===== config.mk =====
export PLATFORM = sky130hd
export DESIGN_NAME = reg_file_bist
export DESIGN_NICKNAME = d
export VERILOG_FILES = /design/src/rtl/reg_file_bist.sv
export SDC_FILE = /design/constraint.sdc
export NUM_CORES = 1
export LEC_CHECK = 0
export BUFFER_PORTS_ARGS = -buffer_cell sky130_fd_sc_hd__buf_4
export CORE_MARGIN = 3
export CORE_UTILIZATION = 30
export DETAILED_ROUTE_END_ITERATION = 10
export PLACE_DENSITY = 0.73
export SYNTH_ARGS = -nofsm -noshare
export SYNTH_HDL_FRONTEND = slang
export SYNTH_SLANG_ARGS = --single-unit

===== constraint.sdc =====
create_clock -name clk -period 2.31 [get_ports clk]
set_input_delay 0.1155 -clock clk [delete_from_list [all_inputs] [get_ports clk]]
set_output_delay 0.1155 -clock clk [all_outputs]
set_load 0.05 [all_outputs]

===== src/rtl/reg_file_bist.sv =====
// Built-in self-test master for the register file: writes a two-pass address/inverse-address
// pattern, reads it back on both ports, and reports pass/fail with the first failing address.
module reg_file_bist #(
  parameter int data_width = 32,
  parameter int addr_width = 4
) (
  input  logic                  clk,
  input  logic                  reset,
  input  logic                  start,
  output logic                  we,
  output logic [addr_width-1:0] wr_addr,
  output logic [data_width-1:0] wr_data,
  output logic [addr_width-1:0] read_addr1,
  output logic [addr_width-1:0] read_addr2,
  input  logic [data_width-1:0] read_data1,
  input  logic [data_width-1:0] read_data2,
  output logic                  busy,
  output logic                  done,
  output logic                  pass_ok,
  output logic [addr_width-1:0] fail_addr,
  output logic                  fail_port
);

  typedef enum logic [1:0] {IDLE, WRITE, READ, DONE} state_t;

  localparam logic [addr_width-1:0] LAST_INDEX = '1;
  localparam logic [addr_width-1:0] ONE        = addr_width'(1);

  state_t                r_state;
  state_t                w_nextState;
  logic [addr_width-1:0] r_index;
  logic                  r_pass;
  logic                  r_failFlag;
  logic [addr_width-1:0] r_failAddr;
  logic                  r_failPort;

  logic                  w_lastIndex;
  logic [addr_width-1:0] w_mirrorIndex;
  logic                  w_mismatch1;
  logic                  w_mismatch2;

  // Pattern value: zero-extended address, inverted on the second pass.
  function automatic logic [data_width-1:0] expected(input logic [addr_width-1:0] a,
                                                     input logic p);
    logic [data_width-1:0] v;
    v = '0;
    v[addr_width-1:0] = a;
    return p ? ~v : v;
  endfunction

  // Port 2 walks the array downward, so N-1-i is just the bitwise complement of i.
  assign w_lastIndex   = (r_index == LAST_INDEX);
  assign w_mirrorIndex = ~r_index;
  assign w_mismatch1   = (r_state == READ) && (read_data1 != expected(r_index, r_pass));
  assign w_mismatch2   = (r_state == READ) && (read_data2 != expected(w_mirrorIndex, r_pass));

  always_ff @(posedge clk) begin
    if (reset) r_state <= IDLE;
    else       r_state <= w_nextState;
  end

  always_comb begin
    w_nextState = r_state;
    case (r_state)
      IDLE, DONE: if (start) w_nextState = WRITE;
      WRITE:      if (w_lastIndex) w_nextState = READ;
      READ:       if (w_lastIndex) w_nextState = r_pass ? DONE : WRITE;
      default:    w_nextState = IDLE;
    endcase
  end

  // Index, pass and sticky first-failure capture; port 1 wins a same-cycle tie.
  always_ff @(posedge clk) begin
    if (reset) begin
      r_index    <= '0;
      r_pass     <= 1'b0;
      r_failFlag <= 1'b0;
      r_failAddr <= '0;
      r_failPort <= 1'b0;
    end else begin
      case (r_state)
        IDLE, DONE: begin
          if (start) begin
            r_index    <= '0;
            r_pass     <= 1'b0;
            r_failFlag <= 1'b0;
            r_failAddr <= '0;
            r_failPort <= 1'b0;
          end
        end
        WRITE: r_index <= r_index + ONE;
        READ: begin
          r_index <= r_index + ONE;
          if (w_lastIndex && !r_pass) r_pass <= 1'b1;
          if ((w_mismatch1 || w_mismatch2) && !r_failFlag) begin
            r_failFlag <= 1'b1;
            r_failAddr <= w_mismatch1 ? r_index : w_mirrorIndex;
            r_failPort <= !w_mismatch1;
          end
        end
        default: r_index <= '0;
      endcase
    end
  end

  always_comb begin
    we         = 1'b0;
    wr_addr    = '0;
    wr_data    = '0;
    read_addr1 = '0;
    read_addr2 = '0;
    busy       = 1'b0;
    done       = 1'b0;
    pass_ok    = 1'b0;
    fail_addr  = r_failAddr;
    fail_port  = r_failPort;
    case (r_state)
      WRITE: begin
        we      = 1'b1;
        wr_addr = r_index;
        wr_data = expected(r_index, r_pass);
        busy    = 1'b1;
      end
      READ: begin
        read_addr1 = r_index;
        read_addr2 = w_mirrorIndex;
        busy       = 1'b1;
      end
      DONE: begin
        done    = 1'b1;
        pass_ok = !r_failFlag;
      end
      default: ;
    endcase
  end

endmodule

# Yosys cells after proc, flatten, opt, wreduce, memory -nomap -nowiden
# Index checks and enable logic that the tools add are counted.
# word_totals
register_bits	13
input_bits	67
out_inout_bits	53
wordCells	63
# classes
add_sub_neg	1
n_eq_ne	11
n_mux	27
n_bitwise	3
n_reduce_logical	15
# op_table
operator	n
two-way mux 32 bit	3
!= test 32 bit	2
NOT 4 -> 32 bit	2
two-way mux 4 bit	6
one-hot mux 4 bit (2 select lines)	2
AND reduction 3 bit	3
two-way mux 1 bit	8
two-way mux 2 bit	4
!= test 2 bit, second input constant	3
one-hot mux 1 bit (2 select lines)	3
one-hot mux 2 bit (3 select lines)	1
adder 4 x 1 -> 4 bit, second input constant	1
equality test 2 bit, second input constant	2
equality test 4 bit, second input constant	1
logical AND 1 bit	4
!= test 2 x 1 -> 1 bit, second input constant	2
NOT 4 bit	1
OR reduction 2 bit	2
logical NOT 1 bit	3
equality test 2 x 1 -> 1 bit, second input constant	1
logical NOT 2 bit	1
nonzero test 2 bit	1
logical OR 1 bit	1

# Logic depth before layout (Yosys ltp)
# depth
ltp_word	9
ltp_mapped	9
ltp_nobuf	8

# Worst setup path before layout
# OpenSTA, ideal clock, no wires.
# synth_path
path_kind	reg-to-output
startpoint	register r_state[0]
endpoint	output port wr_data[10]
arrival_ps	2377
required_time_ps	2194
slack_ps	-182
path_stages_with_launch	5
path_buffers	2
cell_sequence	dfxtp_1 ha_1 clkbuf_1 and2_1 buf_4
# synth_via
elab_chain_cells	2
# synth_lines
item	line	source
from (decl)	29	state_t r_state;
from (signal assigned)	59	else r_state <= w_nextState;
equality test 2 x 1 -> 1 bit	117	case (r_state)
two-way mux 32 bit	117	
to (decl)	12	output logic [data_width-1:0] wr_data,
# No other way between the ends.

# Worst setup path after layout
# layout_path
startpoint	register r_pass
endpoint	register r_failAddr[2], in the netlist fail_addr[2]
# layout_via
elab_chain_cells	7
elab_cells_between_ends	13
# layout_lines
item	line	source
from (decl)	32	logic r_pass;
from (signal assigned)	76	r_pass <= 1'b0;
from (signal assigned)	85	r_pass <= 1'b0;
from (signal assigned)	94	if (w_lastIndex && !r_pass) r_pass <= 1'b1;
two-way mux 32 bit	48	return p ? ~v : v;
!= test 32 bit, on equally long branches	54, 55	
logical AND 1 bit, on equally long branches	54, 55	
logical OR 1 bit	95	if ((w_mismatch1 || w_mismatch2) && !r_failFlag) begin
logical AND 1 bit	95	
!= test 2 x 1 -> 1 bit (no source line)	--	
AND reduction 3 bit (no source line)	--	
to (signal assigned)	97	r_failAddr <= w_mismatch1 ? r_index : w_mirrorIndex;
to (decl)	34	logic [addr_width-1:0] r_failAddr;
# Parallel ways exist; a longest one is shown, timed or not. The select of a mux whose other input is x is not followed.
# A chain may end at the register's enable or synchronous reset.

==> results by group <==
Die
  • Die width: 78.2 um
  • Die height: 78.2 um
  • Placement Rows: 25
  • Die Footprint: a little over 6000 sq um
  • Starting Density: 32.0%
  • Ports: between 100 and 150
  • Core ar.: between 4000 and 5000 sq um

Yosys
  • Post-synth top area share: between 10% and 20%
  • Count leader, synth: buf_4
  • Post-synth EDFFs: 0
  • Yosys Warn Count: 0
  • Top cell type by total area after synthesis: dfxtp_1
  • Synth cell types: 45
  • Asr flop ratio synth: 0%
  • Mapped Cells: between 200 and 250
  • Synth top area cells: dfxtp_1 (17%), buf_4 (13%), and2_1 (5.2%)
  • Synthesized Nets: around 290
  • Commonest cells in the netlist: buf_4 (27), nor2_1 (14), and2_1 (13), dfxtp_1 (13), nand3_1 (11)
  • Avg Inst Size Synth: 7.27 sq um
  • Seq cells post-synth: 13
  • Synth Flop Type: dfxtp_1
  • Sequential cell area fraction in the yosys report: roughly 17%
  • Area of the mapped netlist: 1560 sq um

Route
  • DR WL/cell: around 14 um
  • Total number of vias: roughly 1,900
  • DRT antenna net count: 0
  • Drt drc: 0
  • Via density per instance: roughly 5.0
  • First-pass DRT Iterations: 4
  • Final wirelength: 5.11 mm
  • Iter 0 DRT Violations: 75

Global routing
  • Overflow after GRT: 0
  • Wire length of the first global-routing pass: 8.35 mm
  • Gr usage total: ~16%
  • Vias in the first global route: 1,762
  • Largest net degree at the start of global routing: 29
  • Initial antenna violation count: 0

Finish
  • Ant diodes: 0
  • Final net count: ~380
  • P&R area growth vs syn: 56.4%
  • Final Util: between 50% and 60%
  • Layout Cells excl Fill: about 380
  • Filler Cells Inserted: approximately 530
  • Share of cells above drive strength 1: between 40 and 50%

Setup path
  • Critical Path, Cell by Cell: buf_4 -> or3_4 -> nor4_2 -> o21ai_1 -> or3_4 -> o21ai_1 -> o32ai_2
  • Slowest library cell on the worst path: or3_4
  • CP max stage delay: about 0.40 ns
  • WP data required: between 2 and 2.5 ns
  • Critical path class: register to register
  • Worst setup EP type: register
  • CP max FO: 8
  • Worst Path Arrival: approximately 2.3 ns
  • CP Launch Type: register

Power
  • VDD IR max: 0.189 mV
  • Static Leakage: 1.13 nW
  • Overall power: approximately 0.73 mW
  • PwrDens: between 200 and 300 nW/um^2

Clock tree
  • CTS Root Cell: clkbuf_8
  • Worst-skew pair later-pin latency: ~0.24 ns
  • CTS H-tree depth: 1
  • TritonCTS Buffers: 3
  • CTS tree: built
  • Clock sinks: 13
  • Deepest clock path buffer count: 2
  • Clock transition at path regs: roughly 0.060 ns
  • CTS Hold Bufs: 0

Timing
  • Post-Route Setup TNS: 0 ns
  • Post-layout min period: around 2.2 ns
  • Slew HR: ~66%
  • Final hold slack: ~0.19 ns
  • Worst-Margin Slew: a little over 0.5 ns
  • Fmax: 0.449 GHz
  • Part of the cycle the worst path needs: between 90% and 100%
  • Clock Skew: 0.00357 ns
  • Final Hold Fails: 0
  • # setup viols final: 0
  • Fin. max-slew vios: 0

Placement
  • Placed Cells: roughly 370
  • HPWL after DPL: approximately 4.3 mm
  • PortBufs: between 100 and 150
  • GPL Wtd Cong: 0.873

Hold path
  • Worst hold path class: primary input to register

Outcome
  • Status: complete, no violations

Run
  • Max_cap viols: 0
layout make-up:
type	instances	area, sq um	area share (%)
timing repair buffer	127	953	39.0
sequential	13	264	10.8
tap	67	83.8	3.43
clock buffer	4	45.0	1.84
inverter	9	33.8	1.38
multi-input combinational	155	1060	43.5
final timing paths:
path | startpoint | to | slack [ns] | cells after the start
setup / recovery | r_pass$_SDFFE_PP0P_ | fail_addr[2]$_SDFFE_PP0P_ | 0.08 | 7
hold / removal | reset | r_state[0]$_SDFFE_PP0P_ | 0.19 | 2
setup reg to reg | r_pass$_SDFFE_PP0P_ | fail_addr[2]$_SDFFE_PP0P_ | 0.08 | 7
hold reg to reg | fail_addr[0]$_SDFFE_PP0P_ | fail_addr[0]$_SDFFE_PP0P_ | 0.50 | 2
layer usage:
layer / GRT usage (%) / up-vias / part of all wire, %
met5: 0 / - / 0
met4: 3.85 / 0 / 0.61
met3: 3.56 / 4 / 9.3
met2: 30.7 / 86 / 53
met1: 19.1 / 841 / 37
li1: - / 930 / -
what timing repair did:
action,in CTS,in global routing
endpoints found under the setup margin,0,4
buffers inserted,0,0
gates resized for setup,0,11
registers in the layout, indices dropped and copies added, names as in the netlist:
signal / count
r_failFlag: 1
r_index: 4
fail_addr: 4
r_pass: 1
r_state: 2
fail_port: 1
kinds of logic (layout without fill, tap and decap cells):
logic type / after synthesis / after routing / share of synthesized area (%)
AND/OR/NAND/NOR: 98 / 98 / 35.9
buffers and inverters: 47 / 140 / 18.6
XOR/XNOR: 16 / 16 / 8.97
multiplexers: 3 / 3 / 1.92
adder cells (fa/ha/maj): 5 / 5 / 4.00
AO/OA/AOI/OAI: 33 / 33 / 14.0
flip-flops: 13 / 13 / 16.7
critical path, delay by kind of cell, from the launching register on:
family	cells	cell delay (ns)
AO/OA/AOI/OAI	3	0.65
buffers and inverters	1	0.15
flip-flops	1	0.37
AND/OR/NAND/NOR	3	0.93
cell usage in the layout (no fill, tap or decap), types with 2 or more instances in the layout:
master / n
a21oi_1: 9
a2bb2oi_1: 2
a31oi_1: 2
and2_1: 12
buf_4: 127
clkbuf_8: 3
dfxtp_1: 12
ha_1: 5
inv_1: 9
mux2i_1: 3
nand2_1: 9
nand2b_1: 2
nand3_1: 10
nand4_1: 8
nor2_1: 14
nor2b_1: 3
nor3_1: 9
nor4_1: 6
nor4_2: 2
o21ai_0: 4
o21ai_1: 3
o32ai_2: 4
or3_1: 7
or3_4: 2
or4_1: 5
xnor2_1: 8
xor2_1: 8
through the flow:
stage | area, sq um | setup WS (ns)
2_1_floorplan | 1560 | 0.202
3_3_place_gp | 2340 | 0.103
3_5_place_dp | 2340 | 0.0359
4_1_cts | 2390 | 0.0210
5_1_grt | 2440 | -0.00497
6_report | 2440 | 0.0835
power by group:
part / switching [mW] / internal (mW)
clock network: 0.0857 / 0.122
registers: 0.00781 / 0.229
logic: 0.143 / 0.139
total: 0.236 / 0.490
Power figures use the tool's default switching activity.
